===== src/rtl/cl_ocl_regs.sv =====
// AXI4-Lite register file on the shell's OCL BAR: ID, scratch, byte-swapped hello,
// virtual LEDs, cycle counter and decode-error counter. Define CL_OCL_WSTRB_EN for per-byte write strobes.
module cl_ocl_regs #(
    parameter int          ADDR_W    = 32,
    parameter logic [31:0] ID_VAL    = 32'hF000_1D0F,
    parameter int          ERR_CNT_W = 16
) (
    input  logic              clk_main_a0,
    input  logic              rst_main_sync,
    input  logic [ADDR_W-1:0] sh_ocl_awaddr,
    input  logic              sh_ocl_awvalid,
    output logic              ocl_sh_awready,
    input  logic [31:0]       sh_ocl_wdata,
    input  logic [3:0]        sh_ocl_wstrb,
    input  logic              sh_ocl_wvalid,
    output logic              ocl_sh_wready,
    output logic [1:0]        ocl_sh_bresp,
    output logic              ocl_sh_bvalid,
    input  logic              sh_ocl_bready,
    input  logic [ADDR_W-1:0] sh_ocl_araddr,
    input  logic              sh_ocl_arvalid,
    output logic              ocl_sh_arready,
    output logic [31:0]       ocl_sh_rdata,
    output logic [1:0]        ocl_sh_rresp,
    output logic              ocl_sh_rvalid,
    input  logic              sh_ocl_rready,
    output logic [15:0]       cl_vled
);

    localparam logic [1:0]  RESP_OKAY   = 2'b00;
    localparam logic [1:0]  RESP_SLVERR = 2'b10;
    localparam logic [31:0] ERR_DATA    = 32'hDEAD_BEEF;

    typedef enum logic [1:0] {WR_IDLE, WR_WAIT_W, WR_WAIT_A, WR_RESP} wr_state_t;
    typedef enum logic {RD_IDLE, RD_RESP} rd_state_t;

    wr_state_t             wr_state;
    rd_state_t             rd_state;
    logic [ADDR_W-1:0]     aw_addr_q;
    logic [31:0]           w_data_q;
    logic [3:0]            w_strb_q;

    logic [31:0]           scratch;
    logic [31:0]           hello;
    logic [15:0]           vled;
    logic [31:0]           cycle_cnt;
    logic [ERR_CNT_W-1:0]  err_cnt;

    // Effective write beat: whichever half arrived earlier comes from the latch.
    logic                  wr_commit;
    logic [ADDR_W-1:0]     wr_addr;
    logic [31:0]           wr_data;
    logic [3:0]            wr_strb;
    logic [31:0]           wr_mask;
    logic [5:0]            wr_off;
    logic                  wr_ok;
    logic                  wr_err;
    logic                  err_clr;
    logic [1:0]            wr_resp;

    always_comb begin
        case (wr_state)
            WR_IDLE:   wr_commit = sh_ocl_awvalid && sh_ocl_wvalid;
            WR_WAIT_W: wr_commit = sh_ocl_wvalid;
            WR_WAIT_A: wr_commit = sh_ocl_awvalid;
            default:   wr_commit = 1'b0;
        endcase
    end

    assign wr_addr = (wr_state == WR_WAIT_W) ? aw_addr_q : sh_ocl_awaddr;
    assign wr_data = (wr_state == WR_WAIT_A) ? w_data_q : sh_ocl_wdata;
    assign wr_strb = (wr_state == WR_WAIT_A) ? w_strb_q : sh_ocl_wstrb;
    assign wr_off  = wr_addr[7:2];
    assign wr_ok   = (wr_addr[ADDR_W-1:8] == '0) &&
                     (wr_off == 6'd1 || wr_off == 6'd2 || wr_off == 6'd3 || wr_off == 6'd5);
    assign wr_err  = wr_commit && !wr_ok;
    assign err_clr = wr_commit && wr_ok && (wr_off == 6'd5);
    assign wr_resp = wr_ok ? RESP_OKAY : RESP_SLVERR;

`ifdef CL_OCL_WSTRB_EN
    assign wr_mask = {{8{wr_strb[3]}}, {8{wr_strb[2]}}, {8{wr_strb[1]}}, {8{wr_strb[0]}}};
`else
    logic unused_strb;
    assign unused_strb = &{1'b0, wr_strb};
    assign wr_mask     = '1;
`endif

    logic unused_addr_lsb;
    assign unused_addr_lsb = &{1'b0, wr_addr[1:0], sh_ocl_araddr[1:0]};

    // Read decode from the current (pre-write) register state.
    logic [5:0]  rd_off;
    logic        rd_hs;
    logic        rd_err;
    logic [31:0] rd_data;
    logic [1:0]  rd_resp;

    assign rd_off = sh_ocl_araddr[7:2];
    assign rd_hs  = (rd_state == RD_IDLE) && sh_ocl_arvalid;
    assign rd_err = rd_hs && (rd_resp == RESP_SLVERR);

    always_comb begin
        rd_data = ERR_DATA;
        rd_resp = RESP_SLVERR;
        if (sh_ocl_araddr[ADDR_W-1:8] == '0) begin
            rd_resp = RESP_OKAY;
            case (rd_off)
                6'd0: rd_data = ID_VAL;
                6'd1: rd_data = scratch;
                6'd2: rd_data = {hello[7:0], hello[15:8], hello[23:16], hello[31:24]};
                6'd3: rd_data = {16'h0, vled};
                6'd4: rd_data = cycle_cnt;
                6'd5: begin
                    rd_data = '0;
                    rd_data[ERR_CNT_W-1:0] = err_cnt;
                end
                default: begin
                    rd_data = ERR_DATA;
                    rd_resp = RESP_SLVERR;
                end
            endcase
        end
    end

    // Up to two errors per cycle (one read, one write); widen by a bit to catch saturation.
    logic [ERR_CNT_W:0] err_sum;
    assign err_sum = {1'b0, err_cnt} + (ERR_CNT_W + 1)'({1'b0, rd_err} + {1'b0, wr_err});

    always_ff @(posedge clk_main_a0) begin
        if (rst_main_sync) begin
            wr_state       <= WR_IDLE;
            ocl_sh_awready <= 1'b1;
            ocl_sh_wready  <= 1'b1;
            ocl_sh_bvalid  <= 1'b0;
            ocl_sh_bresp   <= RESP_OKAY;
            aw_addr_q      <= '0;
            w_data_q       <= '0;
            w_strb_q       <= '0;
        end else begin
            case (wr_state)
                WR_IDLE: begin
                    if (wr_commit) begin
                        wr_state       <= WR_RESP;
                        ocl_sh_awready <= 1'b0;
                        ocl_sh_wready  <= 1'b0;
                        ocl_sh_bvalid  <= 1'b1;
                        ocl_sh_bresp   <= wr_resp;
                    end else if (sh_ocl_awvalid) begin
                        wr_state       <= WR_WAIT_W;
                        ocl_sh_awready <= 1'b0;
                        aw_addr_q      <= sh_ocl_awaddr;
                    end else if (sh_ocl_wvalid) begin
                        wr_state       <= WR_WAIT_A;
                        ocl_sh_wready  <= 1'b0;
                        w_data_q       <= sh_ocl_wdata;
                        w_strb_q       <= sh_ocl_wstrb;
                    end
                end
                WR_WAIT_W, WR_WAIT_A: begin
                    if (wr_commit) begin
                        wr_state       <= WR_RESP;
                        ocl_sh_awready <= 1'b0;
                        ocl_sh_wready  <= 1'b0;
                        ocl_sh_bvalid  <= 1'b1;
                        ocl_sh_bresp   <= wr_resp;
                    end
                end
                WR_RESP: begin
                    if (sh_ocl_bready) begin
                        wr_state       <= WR_IDLE;
                        ocl_sh_awready <= 1'b1;
                        ocl_sh_wready  <= 1'b1;
                        ocl_sh_bvalid  <= 1'b0;
                    end
                end
                default: wr_state <= WR_IDLE;
            endcase
        end
    end

    always_ff @(posedge clk_main_a0) begin
        if (rst_main_sync) begin
            rd_state       <= RD_IDLE;
            ocl_sh_arready <= 1'b1;
            ocl_sh_rvalid  <= 1'b0;
            ocl_sh_rdata   <= '0;
            ocl_sh_rresp   <= RESP_OKAY;
        end else begin
            case (rd_state)
                RD_IDLE: begin
                    if (rd_hs) begin
                        rd_state       <= RD_RESP;
                        ocl_sh_arready <= 1'b0;
                        ocl_sh_rvalid  <= 1'b1;
                        ocl_sh_rdata   <= rd_data;
                        ocl_sh_rresp   <= rd_resp;
                    end
                end
                RD_RESP: begin
                    if (sh_ocl_rready) begin
                        rd_state       <= RD_IDLE;
                        ocl_sh_arready <= 1'b1;
                        ocl_sh_rvalid  <= 1'b0;
                    end
                end
                default: rd_state <= RD_IDLE;
            endcase
        end
    end

    always_ff @(posedge clk_main_a0) begin
        if (rst_main_sync) begin
            scratch   <= '0;
            hello     <= '0;
            vled      <= '0;
            cycle_cnt <= '0;
            err_cnt   <= '0;
        end else begin
            cycle_cnt <= cycle_cnt + 32'd1;
            if (wr_commit && wr_ok) begin
                case (wr_off)
                    6'd1:    scratch <= (scratch & ~wr_mask) | (wr_data & wr_mask);
                    6'd2:    hello   <= (hello & ~wr_mask) | (wr_data & wr_mask);
                    6'd3:    vled    <= (vled & ~wr_mask[15:0]) | (wr_data[15:0] & wr_mask[15:0]);
                    default: ;
                endcase
            end
            // A clear beats any increment landing in the same cycle.
            if (err_clr)
                err_cnt <= '0;
            else if (err_sum[ERR_CNT_W])
                err_cnt <= '1;
            else
                err_cnt <= err_sum[ERR_CNT_W-1:0];
        end
    end

    assign cl_vled = vled;

endmodule

===== config.mk =====
export PLATFORM = sky130hd
export DESIGN_NAME = cl_ocl_regs
export DESIGN_NICKNAME = d
export VERILOG_FILES = /design/src/rtl/cl_ocl_regs.sv
export SDC_FILE = /design/constraint.sdc
export NUM_CORES = 1
export LEC_CHECK = 0
export CELL_PAD_IN_SITES_DETAIL_PLACEMENT = 0
export CELL_PAD_IN_SITES_GLOBAL_PLACEMENT = 2
export CORE_UTILIZATION = 35
export DETAILED_ROUTE_END_ITERATION = 8
export PLACE_DENSITY_LB_ADDON = 0.1
export REMOVE_ABC_BUFFERS = 1
export SETUP_SLACK_MARGIN = 0.1
export SKIP_CTS_REPAIR_TIMING = 1
export SYNTH_ARGS = -nofsm -noshare
export SYNTH_HDL_FRONTEND = slang
export SYNTH_SLANG_ARGS = --single-unit

===== constraint.sdc =====
create_clock -name clk_main_a0 -period 9.46 [get_ports clk_main_a0]
set_input_delay 1.419 -clock clk_main_a0 [delete_from_list [all_inputs] [get_ports clk_main_a0]]
set_output_delay 1.419 -clock clk_main_a0 [all_outputs]
set_load 0.05 [all_outputs]

== After elaboration in Yosys (flattened, before gate mapping) ==
Cells that the tools add are included.
W data, S select, Z words.

* Multiplexer cells: 36
* Bitwise gates (word level): 3
* Eq/ne operators: 22
* Reductions and logical operators: 31
* Add/sub/neg operators: 3

{| class="wikitable"
|+ Operators with widths
! operator !! number
|-
| $pmux W32 S6 || 1
|-
| $mux W32 || 3
|-
| $logic_not A24 Y1 || 2
|-
| $add A32 B1 Y32 const B || 1
|-
| $eq A6 B2 Y1 const B || 4
|-
| $eq A6 B3 Y1 const B || 3
|-
| $add A16 B2 Y17 || 1
|-
| $mux W16 || 1
|-
| $mux W2 || 8
|-
| $mux W1 || 15
|-
| $reduce_and A2 Y1 || 7
|-
| $eq A6 B1 Y1 const B || 2
|-
| $ne A3 B3 Y1 const B || 3
|-
| $pmux W1 S3 || 3
|-
| $reduce_and A3 Y1 || 3
|-
| $ne A2 B2 Y1 const B || 4
|-
| $pmux W1 S2 || 4
|-
| $reduce_and A4 Y1 || 2
|-
| $logic_and A1 B1 Y1 || 7
|-
| $eq A2 B2 Y1 const B || 3
|-
| $logic_not A6 Y1 || 1
|-
| $pmux W2 S3 || 1
|-
| $reduce_or A6 Y1 || 1
|-
| $ne A4 B4 Y1 const B || 1
|-
| other kinds (9) || 14
|}

* Flip-flop bits (word level): 236
* Logic and storage cells: 112
* Input bits: 107

== Longest topological paths before layout ==
Gate-level depths: netlist of the first run.

* Depth in word-level cells: 12
* Mapped depth: 17

== Worst setup path before layout of the first run ==
OpenSTA, ideal clock, no wires.

* Path type: input-to-reg
* From: input sh_ocl_awaddr[2]
* To: register err_cnt[13]
* Required time: 9390 ps
* Setup slack: 5503 ps
* Arrival time: 3887 ps
* Cell stages on the path: 14
* Cell sequence: or3b_2 > nand2_1 > o221ai_2 > a21oi_1 > or2_2 > fa_1 > inv_1 > ha_1 > and2_1 > nand2_1 > nor2_1 > nand3_1 > clkbuf_1 > a21oi_1

* Word-level cells in the longest chain between the ends: 11
* Elaborated cells between the ends (all ways): 17
* Classes of those cells: add/sub: 2; eq/ne: 4; mux: 2; reduce/logical: 9

{| class="wikitable"
|+ RTL lines
! element !! line !! text
|-
| from (decl) || 10 || <nowiki>input logic [ADDR_W-1:0] sh_ocl_awaddr,</nowiki>
|-
| $mux W32 (*) || 70 || <nowiki>assign wr_addr = (wr_state == WR_WAIT_W) ? aw_addr_q : sh_ocl_awaddr;</nowiki>
|-
| $eq A6 B1 Y1 or $eq A6 B2 Y1 (tied branches) || 75 || <nowiki>(wr_off == 6'd1 || wr_off == 6'd2 || wr_off == 6'd3 || wr_off == 6'd5);</nowiki>
|-
| $logic_or A1 B1 Y1 (3 in a row) || 75 ||
|-
| $logic_and A1 B1 Y1 || 74 || <nowiki>assign wr_ok = (wr_addr[ADDR_W-1:8] == '0) &&</nowiki>
|-
| $logic_not A1 Y1 || 76 || <nowiki>assign wr_err = wr_commit && !wr_ok;</nowiki>
|-
| $logic_and A1 B1 Y1 || 76 ||
|-
| $add A1 B1 Y2 || 127 || <nowiki>assign err_sum = {1'b0, err_cnt} + (ERR_CNT_W + 1)'({1'b0, rd_err} + {1'b0, wr_err});</nowiki>
|-
| $add A16 B2 Y17 || 127 ||
|-
| $mux W16 || 231 || <nowiki>else if (err_sum[ERR_CNT_W])</nowiki>
|-
| to (signal assigned) || 234 || <nowiki>err_cnt <= err_sum[ERR_CNT_W-1:0];</nowiki>
|-
| to (decl) || 47 || <nowiki>logic [ERR_CNT_W-1:0] err_cnt;</nowiki>
|}

Mark *: on every way between the ends. The rest lies on a longest branch, timed or not.
A chain may end at the register's enable or synchronous reset.

== Worst setup path in the final report of the first run ==
* From: input sh_ocl_awaddr[28]
* To: register vled[10], in the netlist cl_vled[10]

* Word-level cells in the longest chain between the ends: 5

{| class="wikitable"
|+ RTL lines
! element !! line !! text
|-
| $mux W32 || 70 ||
|-
| $logic_not A24 Y1 || 74 ||
|-
| $logic_and A1 B1 Y1 || 74 ||
|-
| $logic_and A1 B1 Y1 || 220 || <nowiki>if (wr_commit && wr_ok) begin</nowiki>
|-
| $reduce_and A2 Y1 (no line) || -- ||
|-
| to (signal assigned) || 224 || <nowiki>6'd3: vled <= (vled & ~wr_mask[15:0]) | (wr_data[15:0] & wr_mask[15:0]);</nowiki>
|-
| to (decl) || 45 || <nowiki>logic [15:0] vled;</nowiki>
|}

No other way between the ends.

==> results.md, run 1 <==
- Status: finished clean
- Port Buffer Count: 153
- Ys async rst share: 0
- Htree depth: 1
- Slowest cell on crit path: and3_1
- Global-route wire length before repair: between 50 and 60 mm
- EDFF count, synth: 0
- Via density: between 5 and 6
- Largest net degree at the start of global routing: 79
- CTS buffer count: 29
- CTS tree: done
- Simple-gate share of the synthesized area: 0.167
- Ant diodes: 0
- Gr usage total: 0.218
- Count leader, synth: dfxtp_1
- Pins Over Slew Limit: 0
- Crit path largest cell delay: between 1000 and 1500 ps
- Worst Path Arrival: around 5300 ps
- Yosys top cell area share: 0.455
- # Max-Cap Violations: 0
- Multi-input gate area: roughly 5100 um2
- TritonRoute pass-1 iters: 5
- GPL Wtd Cong: about 0.78
- Synth cell count leaders: 232 x dfxtp_1, 162 x nor2_1, 102 x nand2_1, 100 x a21oi_1, 89 x mux2i_1
- Leading post-synthesis cells by cell area: dfxtp_1 46%, mux2i_1 8.7%, nor2_1 6.0%, a211oi_1 5.5%, a21oi_1 4.9%
- Antenna Violating Nets Remaining: 0
- Unrepaired setup endpoints after global routing: no
- Final WL: roughly 33 mm
- Fin nets: 1348
- Complex-gate fraction of the synthesized area: 0.193
- Clock Skews: around 16 ps
- DR DRC count: 0
- Chip Width: 173 um
- Clk root buf: clkbuf_16
- Post-route minimum period: ~4900 ps
- Vias in the first global route: 8428
- # setup viols final: 0
- Worst-Margin Slew: between 1000 and 1500 ps
- Critical path class: in -> reg
- Worst-path maximum fanout: 27
- P&R area growth vs syn: 27.7%
- Post-synth cell types: 54
- Syn avg cell area: between 9 and 10 um2
- Mapped Area: 10200 um2
- DIE AREA: a little under 30000 um2
- Worst hold slack: 453 ps
- Total congestion overflow: 0
- Tightest Hold Check Type: reg -> reg
- Share of cells above drive strength 1: 0.101
- Number of core rows: between 60 and 70
- Initial drt markers: about 500
- CP endpoint kind: register
- #FFs+latches synth: between 200 and 250
- # fillers: 2878
- P_leak: approximately 4.6 nW
- WL per Instance: roughly 20 um
- Reg clk slew, reported paths: 60 ps
- Power Density: approximately 220 nW/um2
- Largest family of logic cells by synthesized area: compound AO/OA/AOI/OAI gates
- Xor/xnor cell area share of the yosys netlist: 0.0318
- Post-synthesis adder-cell area fraction: 0.0106
- Slew HR: 0.186
- Initial antenna violation count: 0
- Max IR drop VDD: approximately 0.11 mV
- Warnings from Yosys: 0
- Vias post-DR: 8619
- Post-synthesis mux area share: 0.0995
- Setup TNS: 0 ps
- Final hold viol count: 0
- Initial core utilization: 0.355
- Register area: approximately 4600 um2
- Boundary Pins: approximately 160
- Die H: 173 um
- Post-synth top area cell: dfxtp_1
- Synth Flop Type: dfxtp_1
- Core area: between 20000 and 30000 um2
- Register area share after synthesis: 0.455
- Final worst path period share: 0.518
- Fmax: 204 MHz
- Sink Count: ~230
- CTS Buffer Depth: 3
- Critical Path RT: slightly below 10000 ps
- Clock latency on the worst-skew pair: around 550 ps
- Worst path cell trace: clkdlybuf4s50_1 -> nor4_1 -> nand4_1 -> or4_4 -> a211oi_4 -> buf_4 -> and3_1 -> a211oi_1
- Post-Syn Instances: approximately 1.1k
- Crit start category: input port
- DPL Wire Length: 21.0 mm
-- layout make-up --
type / count / share of cell area
Clock buffer: 39 / 0.0617
Clock inverter: 14 / 0.0192
Inverter: 10 / 0.00288
Multi-Input combinational cell: 790 / 0.395
Sequential cell: 232 / 0.357
Tap cell: 384 / 0.0369
Timing Repair Buffer: 170 / 0.127
-- placed cells by master (no fill, tap or decap), types with 11 or more instances in the layout --
| master | count |
|---|---|
| dfxtp_1 | 232 |
| nor2_1 | 160 |
| clkdlybuf4s50_1 | 151 |
| nand2_1 | 102 |
| a21oi_1 | 99 |
| mux2i_1 | 89 |
| a211oi_1 | 75 |
| clkbuf_16 | 29 |
| xor2_1 | 28 |
| a211oi_2 | 22 |
| nand3_1 | 19 |
| buf_4 | 17 |
| nor4_1 | 16 |
| a222oi_1 | 15 |
| nor3_1 | 13 |
| nand4_1 | 12 |
| a22oi_1 | 12 |
| o21ai_0 | 11 |
| mux2_2 | 11 |
-- per-layer routing --
layer | global-route usage | part of all wire | vias to the layer above
met1 | 0.298 | 0.47 | 4146
met5 | 0 | 0 | -
met2 | 0.364 | 0.47 | 185
li1 | - | - | 4245
met4 | 0.0505 | 0.019 | 0
met3 | 0.0264 | 0.042 | 43
-- path summary, 6_finish.rpt --
path                                         from            to  slack (ps)  cells after the start
worst max-delay path            sh_ocl_awaddr[28]   cl_vled[10]        4560                      8
worst min-delay path                 w_data_q[11]  w_data_q[11]         450                      2
worst max register to register        wr_state[1]   cl_vled[10]        5010                      9
worst min register to register       w_data_q[11]  w_data_q[11]         450                      2
-- registers in the layout, summed over array words and instances (netlist names), 2 cells and up --
name          count
cl_vled          16
aw_addr_q        30
ocl_sh_rdata     32
wr_state          2
scratch          32
err_cnt          16
hello            32
cycle_cnt        32
w_data_q         32
-- logic make-up (layout without fill, tap and decap cells) --
logic type / after synthesis / count (layout)
DFF: 232 / 232
other: 1 / 2
adders and majority gates: 8 / 8
muxes: 100 / 100
xor gates and xnor gates: 37 / 37
and+or+nand+nor: 374 / 374
buffers and inverters: 95 / 233
AOI/OAI and AO/OA: 269 / 269
-- per-stage QoR --
stage                     total power, mW  area [um2]  cells  utilization  worst slack, ps
after floorplan                      1.46        9810   1032            -             4980
after global placement               1.67       12000   1586        0.417             3990
after detailed placement             1.67       12000   1586        0.417             3950
after CTS                            2.90       13000   1639        0.454             4550
after global routing                 2.99       13000   1639        0.454             4430
final                                2.86       13000   1639        0.454             4560
-- where the power goes --
part | switching (mW) | internal (mW) | total (mW) | leakage, nW
registers | 0.0410 | 1.04 | 1.08 | 1.88
logic | 0.341 | 0.221 | 0.563 | 2.16
clock network | 0.435 | 0.783 | 1.22 | 0.512
-- critical path, delay by kind of cell --
kind            cells  cell delay (ps)
compound gates      2              840
buf+inv             2              880
simple gates        4             2100
(Power assumes the default switching activity.)
==> run 2, diff against run 1 <==
Settings changed: CORE_UTILIZATION 35 to 33.
Clock period 9.46 ns to 4.9 ns, I/O delays scaled along.
==> run 2 against run 1 <==
  * Power is 83% higher
  * Non-clock buffer count is 9 higher
  * Highest routed layer unchanged
  * Largest power group is now registers
  * Clock skew is 2.3 ps higher
  * Flip-flop and latch count stayed put
==> results.md, run 2 (same netlist as run 1, synthesis figures left out) <==
- Die H: ~180 um
- Met1 Use GR: 0.287
- Clock latency on the worst-skew pair: 550 ps
- # Max-Cap Violations: 0
- Crit. Startpoint: wr_state[1]
- Fmax: 251 MHz
- CP endpoint kind: register
- R2R depth: 15
- Initial core utilization: 0.340
- Crit start category: register
- Max IR drop VDD: approximately 0.23 mV
- Vias in the first global route: 8282
- Clock Skews: 18.1 ps
- CTS buffer count: 27
- Worst-path maximum fanout: 13
- Fin nets: 1355
- Clk root buf: clkbuf_16
- Worst path cell trace: inv_1 -> ha_1 -> or3b_2 -> nand2_1 -> o221ai_2 -> a21oi_1 -> or2_2 -> fa_1 -> inv_1 -> ha_1 -> and2_1 -> nand2_1 -> nor2_1 -> nand3_1 -> a21oi_1
- Total congestion overflow: 0
- Pins Over Slew Limit: 0
- DIE AREA: 31600 um2
- Antenna Violating Nets Remaining: 0
- P_leak: 4.55 nW
- Sink Count: about 230
- Most common cell after layout, fill and taps aside: dfxtp_1
- Setup TNS: 0 ps
- # fillers: between 3k and 4k
- WHS Endpoint: w_data_q[24]
- Share of cells above drive strength 1: 0.104
- Ant diodes: 0
- Most Crowded Layer GR: met2
- Initial antenna violation count: 0
- Final WL: between 30 and 40 mm
- Port Buffer Count: 153
- Final worst slack: a little over 900 ps
- M3 GR Usage: 0.0289
- Via density: ~5.2
- Boundary Pins: 164
- GPL Wtd Cong: a little over 0.8
- Final hold viol count: 0
- Reg2Reg Launch Point: wr_state[1]
- DR DRC count: 0
- P&R area growth vs syn: 27.1%
- CTS Buffer Depth: 3
- Global-route wire length before repair: just under 50 mm
- Gr usage total: 0.203
- Critical path class: reg -> reg
- Tightest Hold Check Type: reg -> reg
- Final worst path period share: 0.812
- Htree depth: 1
- Largest net degree at the start of global routing: slightly above 90
- Post-Place Worst Slack: ~600 ps
- Worst-Margin Slew: a little over 1000 ps
- R2R Setup Slk: approximately 920 ps
- Vias post-DR: about 8.6k
- Most frequent cells in the layout: 232 x dfxtp_1, 161 x nor2_1, 151 x clkdlybuf4s50_1, 102 x nand2_1, 99 x a21oi_1
- R2r endpoint: err_cnt[4]
- Reg clk slew, reported paths: 60 ps
- Critical Path RT: 5370 ps
- Unrepaired setup endpoints after global routing: no
- Hold path startpoint: w_data_q[24]
- Number of core rows: 63
- WL per Instance: 19.3 um
- Chip Width: roughly 180 um
- TritonRoute pass-1 iters: 7
- Worst Path Arrival: 4450 ps
- Slew HR: 0.313
- DPL Wire Length: between 20 and 25 mm
- CTS tree: done
- Crit path largest cell delay: just under 500 ps
- Core area: 30000 um2
- Status: finished clean
- Power Density: around 400 nW/um2
- Initial drt markers: roughly 610
- Grt met2 use: 0.327
- Slowest cell on crit path: ha_1
- # setup viols final: 0
- Hold depth: 2
- Post-route minimum period: between 3000 and 4000 ps
## run 2: cell types whose count changed in the layout (fill, tap and decap cells not counted), sizes merged
cell	delta
buf	+9
bufinv	-5
clkbuf	+3
clkinvlp	-2
inv	+1
## run 2: final cells by class
type	instances	area [um2]	share of cell area
inverter	10	37.5	0.00290
clock inverter	8	105	0.00811
clock buffer	42	812	0.0627
timing repair buffer	179	1720	0.133
multi-input combinational	790	5150	0.397
tap	390	488	0.0377
sequential	232	4640	0.358
## run 2: power breakdown
part | switching, mW | total, mW | internal, mW
Clock | 0.819 | 2.06 | 1.24
Sequential | 0.0760 | 2.09 | 2.01
Combinational | 0.650 | 1.07 | 0.424
Total | 1.55 | 5.22 | 3.68
## run 2: metal layers
| metal | wire length (um) | up-vias |
|---|---|---|
| met5 | 0 | - |
| met4 | 465 | 0 |
| met3 | 1270 | 30 |
| met2 | 14400 | 157 |
| met1 | 15600 | 4131 |
| li1 | - | 4258 |
## run 2: worst max path at each step
stage	end	slack [ps]	cells after the start
6_report	err_cnt[4]	920	15
5_1_grt	err_cnt[8]	470	15
4_1_cts	err_cnt[4]	890	15
3_5_place_dp	err_cnt[13]	610	14
3_3_place_gp	err_cnt[0]	650	14
2_1_floorplan	hello[0]	660	7
## run 2: worst max-delay path: cells and delay by family (launching register included)
family	cells	cell delay, ps
flops	1	340
fa+ha+maj	3	1060
simple gates	7	1550
buf+inv	2	210
compound gates	3	740
## run 2: metrics by stage
stage,power (mW),hold slack (ps),cell area [um2],instances,utilization
2_1_floorplan,2.83,430,9810,1032,-
3_3_place_gp,3.22,441,12000,1601,0.401
3_5_place_dp,3.22,446,12000,1601,0.401
4_1_cts,5.29,454,13000,1651,0.431
5_1_grt,5.48,468,13000,1651,0.431
6_report,5.22,453,13000,1651,0.431
